==> config.mk <==
export PLATFORM = sky130hd
export DESIGN_NAME = spi_peripheral
export DESIGN_NICKNAME = d
export VERILOG_FILES = /design/src/rtl/spi_peripheral.sv
export SDC_FILE = /design/constraint.sdc
export NUM_CORES = 1
export LEC_CHECK = 0
export ABC_CLOCK_PERIOD_IN_PS = 4000
export CELL_PAD_IN_SITES_DETAIL_PLACEMENT = 0
export CELL_PAD_IN_SITES_GLOBAL_PLACEMENT = 1
export CORE_MARGIN = 5
export CORE_UTILIZATION = 30
export CTS_BUF_LIST = sky130_fd_sc_hd__clkbuf_8
export CTS_CLUSTER_SIZE = 30
export DETAILED_ROUTE_END_ITERATION = 8
export PLACE_DENSITY = 0.64
export SYNTH_ARGS = -nofsm -noshare
export SYNTH_HDL_FRONTEND = slang
export SYNTH_SLANG_ARGS = --single-unit
==> constraint.sdc <==
create_clock -name i_clk -period 4 [get_ports i_clk]
set_input_delay 0.8 -clock i_clk [delete_from_list [all_inputs] [get_ports i_clk]]
set_output_delay 0.8 -clock i_clk [all_outputs]
set_load 0.02 [all_outputs]
==> src/rtl/spi_peripheral.sv <==
// SPI peripheral, CPHA=0 with selectable CPOL, oversampled in the i_clk domain.
// A one-byte holding register feeds the TX shifter at each byte boundary.
module spi_peripheral #(
  parameter logic CPOL = 1'b0
) (
  input  logic       i_clk,
  input  logic       i_rst,
  input  logic       i_sclk,
  input  logic       i_cs_n,
  input  logic       i_mosi,
  output logic       o_miso,
  output logic       o_miso_oe,
  input  logic [7:0] i_tx_data,
  input  logic       i_tx_valid,
  output logic       o_tx_ready,
  output logic [7:0] o_rx_data,
  output logic       o_rx_valid,
  output logic       o_tx_underrun,
  output logic       o_busy
);

  typedef enum logic {
    S_IDLE   = 1'b0,
    S_ACTIVE = 1'b1
  } state_t;

  state_t r_state;

  logic r_sclk_s1;
  logic r_sclk_s2;
  logic r_sclk_s3;
  logic r_cs_s1;
  logic r_cs_s2;
  logic r_cs_s3;
  logic r_mosi_s1;
  logic r_mosi_s2;

  logic [1:0] r_fill;
  logic       r_armed;

  logic [6:0] r_rx_shift;
  logic [7:0] r_rx_data;
  logic       r_rx_valid;
  logic [2:0] r_bit_cnt;
  logic       r_byte_done;

  logic [7:0] r_tx_shift;
  logic [7:0] r_hold;
  logic       r_hold_full;
  logic       r_underrun;

  logic       w_sclk_rise;
  logic       w_sclk_fall;
  logic       w_lead;
  logic       w_trail;
  logic       w_cs_fall;
  logic       w_cs_rise;
  logic       w_active;
  logic       w_start;
  logic       w_abort;
  logic       w_shift_out;
  logic       w_reload;
  logic       w_load;
  logic       w_wr;
  logic [7:0] w_rx_byte;

  assign w_sclk_rise = r_sclk_s2 & ~r_sclk_s3;
  assign w_sclk_fall = ~r_sclk_s2 & r_sclk_s3;
  assign w_lead      = CPOL ? w_sclk_fall : w_sclk_rise;
  assign w_trail     = CPOL ? w_sclk_rise : w_sclk_fall;
  assign w_cs_fall   = ~r_cs_s2 & r_cs_s3;
  assign w_cs_rise   = r_cs_s2 & ~r_cs_s3;

  assign w_active    = (r_state == S_ACTIVE);
  assign w_start     = ~w_active & w_cs_fall & r_armed;
  assign w_abort     = w_active & w_cs_rise;
  assign w_shift_out = w_active & ~w_cs_rise & w_trail;
  assign w_reload    = w_shift_out & (r_bit_cnt == 3'd0) & r_byte_done;
  assign w_load      = w_start | w_reload;
  assign w_wr        = i_tx_valid & ~r_hold_full;
  assign w_rx_byte   = {r_rx_shift, r_mosi_s2};

  // CS_N is only trusted once a genuine high level has passed the
  // synchronizer, so a frame already running at reset release is skipped.
  always_ff @(posedge i_clk) begin
    if (i_rst) begin
      r_sclk_s1 <= CPOL;
      r_sclk_s2 <= CPOL;
      r_sclk_s3 <= CPOL;
      r_cs_s1   <= 1'b1;
      r_cs_s2   <= 1'b1;
      r_cs_s3   <= 1'b1;
      r_mosi_s1 <= 1'b0;
      r_mosi_s2 <= 1'b0;
      r_fill    <= 2'd0;
      r_armed   <= 1'b0;
    end else begin
      r_sclk_s1 <= i_sclk;
      r_sclk_s2 <= r_sclk_s1;
      r_sclk_s3 <= r_sclk_s2;
      r_cs_s1   <= i_cs_n;
      r_cs_s2   <= r_cs_s1;
      r_cs_s3   <= r_cs_s2;
      r_mosi_s1 <= i_mosi;
      r_mosi_s2 <= r_mosi_s1;
      if (r_fill != 2'd2)
        r_fill <= r_fill + 2'd1;
      if (r_fill == 2'd2 && r_cs_s2)
        r_armed <= 1'b1;
    end
  end

  always_ff @(posedge i_clk) begin
    if (i_rst) begin
      r_state     <= S_IDLE;
      r_bit_cnt   <= 3'd0;
      r_rx_shift  <= 7'd0;
      r_rx_data   <= 8'd0;
      r_rx_valid  <= 1'b0;
      r_byte_done <= 1'b0;
    end else begin
      r_rx_valid <= 1'b0;
      unique case (r_state)
        S_IDLE: begin
          if (w_start) begin
            r_state     <= S_ACTIVE;
            r_bit_cnt   <= 3'd0;
            r_rx_shift  <= 7'd0;
            r_byte_done <= 1'b0;
          end
        end
        S_ACTIVE: begin
          if (w_cs_rise) begin
            r_state     <= S_IDLE;
            r_bit_cnt   <= 3'd0;
            r_rx_shift  <= 7'd0;
            r_byte_done <= 1'b0;
          end else if (w_lead) begin
            r_rx_shift <= w_rx_byte[6:0];
            r_bit_cnt  <= r_bit_cnt + 3'd1;
            if (r_bit_cnt == 3'd7) begin
              r_rx_data   <= w_rx_byte;
              r_rx_valid  <= 1'b1;
              r_byte_done <= 1'b1;
            end
          end
        end
      endcase
    end
  end

  // Load priority: a full holding register is never written in the
  // cycle it is transferred because o_tx_ready is already low.
  always_ff @(posedge i_clk) begin
    if (i_rst) begin
      r_tx_shift  <= 8'd0;
      r_hold      <= 8'd0;
      r_hold_full <= 1'b0;
      r_underrun  <= 1'b0;
    end else begin
      r_underrun <= 1'b0;
      if (w_wr) begin
        r_hold      <= i_tx_data;
        r_hold_full <= 1'b1;
      end
      if (w_load) begin
        if (r_hold_full) begin
          r_tx_shift  <= r_hold;
          r_hold_full <= 1'b0;
        end else begin
          r_tx_shift <= 8'd0;
          r_underrun <= 1'b1;
        end
      end else if (w_abort) begin
        r_tx_shift <= 8'd0;
      end else if (w_shift_out) begin
        r_tx_shift <= {r_tx_shift[6:0], 1'b0};
      end
    end
  end

  assign o_miso        = w_active & r_tx_shift[7];
  assign o_miso_oe     = w_active;
  assign o_busy        = w_active;
  assign o_tx_ready    = ~r_hold_full;
  assign o_rx_data     = r_rx_data;
  assign o_rx_valid    = r_rx_valid;
  assign o_tx_underrun = r_underrun;

endmodule

==> impl_metrics.csv, run 1 <==
group,metric,value,unit
route,dr.pass1.iters,4,
clock_tree,cts_tree,"yes",
route,drtIter0Drc,69,
sta,hold_viol,0,
route,antenna_left,0,
synth,synth_fa_ha_area_frac,0.0252,
route,via_count,1500,
worst_setup_path,worstPathRequired,3.20,ns
power,power_density,383,mW/mm^2
worst_setup_path,reg2reg_slack,1.90,ns
synth,synth_fp_nets,235,
finish,area_growth,19.5,%
synth,synth_xor_area_frac,0.00441,
synth,synth-simple-area-share,0.245,
global_route,grt_pass1_wl,6710,microns
power,power_frac_seq,0.596,
floorplan,start_util,0.311,
floorplan,fp-row-count,29,
power,power_frac_clock,0.294,
clock_tree,root_buffer,"clkbuf_8",
clock_tree,cts_buffers,5,
synth,yosysTopAreaCell,"dfxtp_1",
global_route,grt_pass1_vias,1461,
synth,ys_ff_latch,50,
synth,synth_compound_area_frac,0.134,
global_route,antenna_found_initial,0,
synth,yosys-top-cells-area,"dfxtp_1 (50%), a21oi_1 (5.5%), nand2_1 (4.7%)",
clock_tree,clk_pin_slew_worst_paths,0.09,ns
sta,min_period_over_period,0.700,
synth,syn_inst,217,
clock_tree,clk_latency,0.30,ns
placement,post-dp-hpwl,2630,microns
run,cap_violations,0,
floorplan,pin_count,28,
power,p_leak,0.862,nW
route,routed_wl,3870,microns
power,power_switching,221,uW
worst_setup_path,worstPathArrival,2.00,ns
finish,final_cells,313,
route,via_per_inst,4.79,
sta,tns,0,ns
global_route,grt_overflow,0,
clock_tree,cts.repair.resized,0,
placement,place_congestion,0.673,
power,p_comb_frac,0.110,
finish,drive_gt1_frac,0.0805,
placement,dp.cells,306,
sta,slew_headroom,0.439,
power,power.internal,686,uW
power,switching_share,0.244,
clock_tree,max-clock-path-buffers,2,
synth,avgSynthCellArea,9.14,sq um
worst_hold_path,hold_path.class,"reg2reg",
worst_setup_path,critPathKind,"reg2out",
clock_tree,post_cts_buffers,0,
clock_tree,htreeDepth,2,
synth,yosysTopAreaCellShare,0.504,
sta,fmax,357,MHz
route,drcViolationCount,0,
floorplan,die_w,91.3,microns
synth,muxShareOfSynthArea,0.0404,
sta,rsz0062_at_grt,"false",
floorplan,core_area,0.00639,sq mm
route,wl_per_cell,12.4,microns
sta,finalClockSkew,0.00883,ns
synth,yosysSeqAreaShare,0.504,
finish,layout.nets,254,
worst_setup_path,cp_max_fo,23,
power,p_total,908,uW
floorplan,die_area,0.00834,sq mm
synth,synth_area,0.00198,sq mm
sta,slew_violations,0,
run_status,status,"complete, no violations",
finish,antenna_cells,0,
placement,io_buffers,27,
synth,yosys_warnings,0,
floorplan,die_y,91.3,microns
global_route,grt_max_degree,31,
sta,worst_pin_slew,0.841,ns
worst_setup_path,crit_path_end_kind,"primary output",
clock_tree,hold_buffers,0,
sta,min_period,2.80,ns
clock_tree,cts.sinks,50,
synth,yosysUniqueCellTypes,34,
worst_setup_path,start_kind,"flip-flop",
global_route,grt_usage,0.0963,
synth,synth_top_family_by_area,"simple AND/OR/NAND/NOR gates",
finish,final_util,0.371,
sta,setup_viol,0,
power,peakVddDrop,0.000195,V
power groups by stage:
stage          clock network (mW)  logic, mW  registers (mW)
3_3_place_gp                    0     0.0995           0.553
2_1_floorplan                   0     0.0768           0.546
4_1_cts                     0.283      0.101           0.542
3_5_place_dp                    0      0.100           0.554
6_report                    0.267     0.0998           0.541
5_1_grt                     0.297      0.116           0.546
worst max-delay path, stage by stage (launching register included):
cell and delay [ns]:
dfxtp_1 0.88, and2_1 0.22, clkdlybuf4s50_1 0.60
path summary, 6_finish.rpt:
check                startpoint                   endpoint  depth (start not counted)
max           o_busy$_SDFF_PP0_                     o_miso                          2
min          r_cs_s1$_SDFF_PP1_         r_cs_s2$_SDFF_PP1_                          1
max reg2reg   o_busy$_SDFF_PP0_  o_rx_data[6]$_SDFFE_PP0P_                          3
min reg2reg  r_cs_s1$_SDFF_PP1_         r_cs_s2$_SDFF_PP1_                          1
routing by layer:
metal / wire length, microns / GRT usage / vias to the layer above
met2: 1710 / 0.158 / 31
met5: 0 / 0 / -
li1: - / - / 791
met3: 212 / 0.0289 / 5
met1: 1900 / 0.120 / 673
met4: 53 / 0.0330 / 0
final cells by class:
cell class / count / area, sq um
well taps: 77 / 96.3
clock buffers: 5 / 68.8
clock inverters: 2 / 7.51
fillers: 696 / 4010
multi-input cells: 145 / 891
repair buffers: 30 / 293
inverters: 4 / 15.0
flip-flops and latches: 50 / 1000
per-stage QoR:
| step | hold slack [ns] | instance area, sq um | setup WS, ns |
|---|---|---|---|
| floorplan | 0.389 | 1980 | 1.93 |
| global placement | 0.394 | 2300 | 1.51 |
| detailed placement | 0.394 | 2300 | 1.50 |
| CTS | 0.414 | 2370 | 1.18 |
| global route | 0.423 | 2370 | 1.08 |
| finish | 0.413 | 2370 | 1.20 |
logic make-up (layout without fill, tap and decap cells):
family	after synthesis	count (layout)
xor+xnor	1	1
simple gates	96	96
mux	8	8
compound gates	36	36
buf+inv	22	41
fa+ha+maj	4	4
flops	50	50
registers in the layout, indices dropped and copies added (netlist names):
name,cells
r_rx_shift,7
r_hold,8
r_fill,2
r_cs_s1,1
r_cs_s2,1
r_armed,1
o_rx_data,8
r_tx_shift,8
r_mosi_s1,1
r_cs_s3,1
o_busy,1
r_mosi_s2,1
r_sclk_s3,1
o_rx_valid,1
r_sclk_s2,1
r_sclk_s1,1
o_tx_underrun,1
r_byte_done,1
r_bit_cnt,3
r_hold_full,1
synth_stat cells:
cell type and number:
and4b_1 1, dfxtp_1 50, o21ai_2 1, mux2i_1 8
ha_1 4, buf_1 1, a31oi_1 1, inv_1 4
a311oi_2 2, nand4_1 11, or2_2 4, a21oi_1 22
o21a_4 1, or2_0 1, xor2_1 1, nor3_1 7
nor3b_1 1, nand3b_1 2, buf_4 1, a311oi_1 5
nor2_1 14, nor2b_1 8, nor4bb_1 1, and2b_4 1
a31o_2 1, nand2b_1 1, nand2_1 25, buf_2 5
and2_1 1, clkbuf_1 11, a221oi_4 1, o21a_1 1
a2111oi_0 1, nand3_1 18
cell usage in the layout (no fill, tap or decap), drive strengths merged:
cell type       n
o21ai           1
and2            1
nor3b           1
a31oi           1
or2             5
mux2i           8
nand3b          2
a21oi          22
nand4          11
o21a            2
ha              4
a311oi          7
xor2            1
nand2          25
buf             3
nor3            7
nor2           14
a2111oi         1
a31o            1
and4b           1
nand2b          1
clkdlybuf4s50  27
nor2b           8
clkbuf          5
and2b           1
dfxtp          50
nor4bb          1
nand3          18
inv             6
a221oi          1
Power figures use the tool's default switching activity.
==> run 2: changes to the inputs <==
Settings changed: ABC_CLOCK_PERIOD_IN_PS 4000 to 2900.
Clock period 4 ns to 2.9 ns, I/O delays scaled along.
==> impl_metrics.csv, run 2 (synthesized netlist as in run 1, its figures left out) <==
group,metric,value,unit
worst_setup_path,crit_slowest_cell,"clkdlybuf4s50_1",
power,power_frac_seq,0.582,
worst_hold_path,hp-start,"r_cs_s1$_SDFF_PP1_",
finish,antenna_cells,0,
sta,min_period,2.11,ns
finish,area_growth,21.4,%
power,power_switching,306,uW
worst_setup_path,reg2reg_to,"r_tx_shift[6]$_SDFFE_PP0P_",
route,wl_per_cell,12.6,microns
sta,min_period_over_period,0.727,
worst_setup_path,slowest_delay,0.56,ns
sta,slew_headroom,0.457,
worst_hold_path,hold_path.class,"reg2reg",
sta,finalClockSkew,0.00456,ns
sta,tns,0,ns
worst_setup_path,cp_cell_sequence,"inv_1, clkdlybuf4s50_1",
route,drtIter0Drc,45,
worst_hold_path,whs_path_depth,1,
floorplan,core_area,0.00639,sq mm
sta,hold_viol,0,
route,drcViolationCount,0,
route,via_per_inst,4.77,
global_route,antenna_found_initial,0,
clock_tree,cts.repair.resized,0,
power,peakVddDrop,0.000253,V
placement,io_buffers,27,
worst_setup_path,reg2reg_slack,1.06,ns
floorplan,die_area,0.00834,sq mm
sta,whs,0.412,ns
clock_tree,cts.sinks,50,
clock_tree,hold_buffers,0,
clock_tree,post_cts_buffers,0,
finish,final_cell_mix,"dfxtp_1 (50), clkdlybuf4s50_1 (27), nand2_1 (25), a21oi_1 (22), nand3_1 (18)",
clock_tree,clk_pin_slew_worst_paths,0.08,ns
worst_setup_path,worstPathRequired,2.32,ns
power,switching_share,0.239,
clock_tree,root_buffer,"clkbuf_8",
finish,multi_input_area,891,sq um
global_route,grt_usage,0.0957,
finish,drive_gt1_frac,0.100,
worst_setup_path,critPathKind,"reg2out",
sta,setup_viol,0,
worst_setup_path,worstPathArrival,1.53,ns
route,dr.pass1.iters,4,
floorplan,die_w,91.3,microns
finish,fill_cells,676,
power,power_density,531,mW/mm^2
finish,layout_commonest_cell,"dfxtp_1",
clock_tree,cts_tree,"yes",
clock_tree,clk_latency,0.29,ns
floorplan,fp-row-count,29,
worst_hold_path,hold_end,"r_cs_s2$_SDFF_PP1_",
global_route,grt_overflow,0,
floorplan,pin_count,28,
worst_setup_path,crit_path_end_kind,"primary output",
floorplan,start_util,0.311,
route,routed_wl,3980,microns
route,antenna_left,0,
placement,place_congestion,0.699,
sta,rsz0062_at_grt,"false",
placement,dp.cells,310,
power,p_total,1.28,mW
clock_tree,max-clock-path-buffers,2,
global_route,grt_pass1_vias,1436,
route,via_count,1507,
run_status,status,"complete, no violations",
sta,fmax,474,MHz
worst_setup_path,cp_max_fo,11,
run,cap_violations,0,
placement,post-dp-hpwl,2690,microns
power,p_leak,0.878,nW
finish,regArea,0.00100,sq mm
sta,worst_pin_slew,0.812,ns
global_route,grt_pass1_wl,6640,microns
finish,final_cells,316,
clock_tree,htreeDepth,2,
worst_setup_path,start_kind,"flip-flop",
power,power.internal,974,uW
sta,slew_violations,0,
global_route,grt_max_degree,23,
floorplan,die_y,91.3,microns
finish,layout.nets,258,
worst_setup_path,reg2reg_from,"o_busy$_SDFF_PP0_",
power,p_comb_frac,0.111,
power,power_frac_clock,0.307,
worst_setup_path,rr_worst_depth,5,
clock_tree,cts_buffers,5,
==> run 2: worst max path at each step <==
stage | slack (ns) | to | startpoint
floorplan | 1.05 | o_miso | o_busy$_SDFF_PP0_
global placement | 0.77 | o_rx_data[5]$_SDFFE_PP0P_ | i_rst
detailed placement | 0.77 | o_rx_data[3]$_SDFFE_PP0P_ | i_rst
CTS | 0.74 | o_miso | o_busy$_SDFF_PP0_
global route | 0.68 | o_tx_ready | r_hold_full$_SDFF_PP0_
finish | 0.79 | o_tx_ready | r_hold_full$_SDFF_PP0_
==> run 2: per-stage QoR <==
step | setup slack [ns] | utilization | area (sq um)
after floorplan | 1.05 | - | 1980
after global placement | 0.773 | 0.364 | 2330
after detailed placement | 0.771 | 0.364 | 2330
after CTS | 0.742 | 0.377 | 2410
after global routing | 0.678 | 0.377 | 2410
final | 0.792 | 0.377 | 2410
==> run 2: cell type report <==
| cell class | count | area share |
|---|---|---|
| Tap cell | 77 | 0.0400 |
| Clock buffer | 6 | 0.0343 |
| Multi-Input combinational cell | 145 | 0.370 |
| Sequential cell | 50 | 0.416 |
| Timing Repair Buffer | 34 | 0.134 |
| Inverter | 4 | 0.00623 |
==> run 2: per-layer routing <==
metal  part of all wire  wire (microns)  GRT usage  up-vias
met3              0.047             185     0.0273        7
met1               0.51            2030      0.126      670
met5                  0               0          0        -
met2               0.43            1700      0.148       29
met4              0.015              60     0.0367        0
li1                   -               -          -      801
==> run 2: power groups by stage <==
stage / Sequential [mW] / Combinational [mW] / Clock, mW
floorplan: 0.753 / 0.106 / 0
global placement: 0.760 / 0.144 / 0
detailed placement: 0.760 / 0.144 / 0
CTS: 0.745 / 0.144 / 0.416
global route: 0.749 / 0.161 / 0.440
finish: 0.745 / 0.142 / 0.393
==> run 2: worst max-delay path: cells and delay by family (launching register included) <==
kind                   cells  cell delay (ns)
buffers and inverters      2             0.69
DFF                        1             0.55
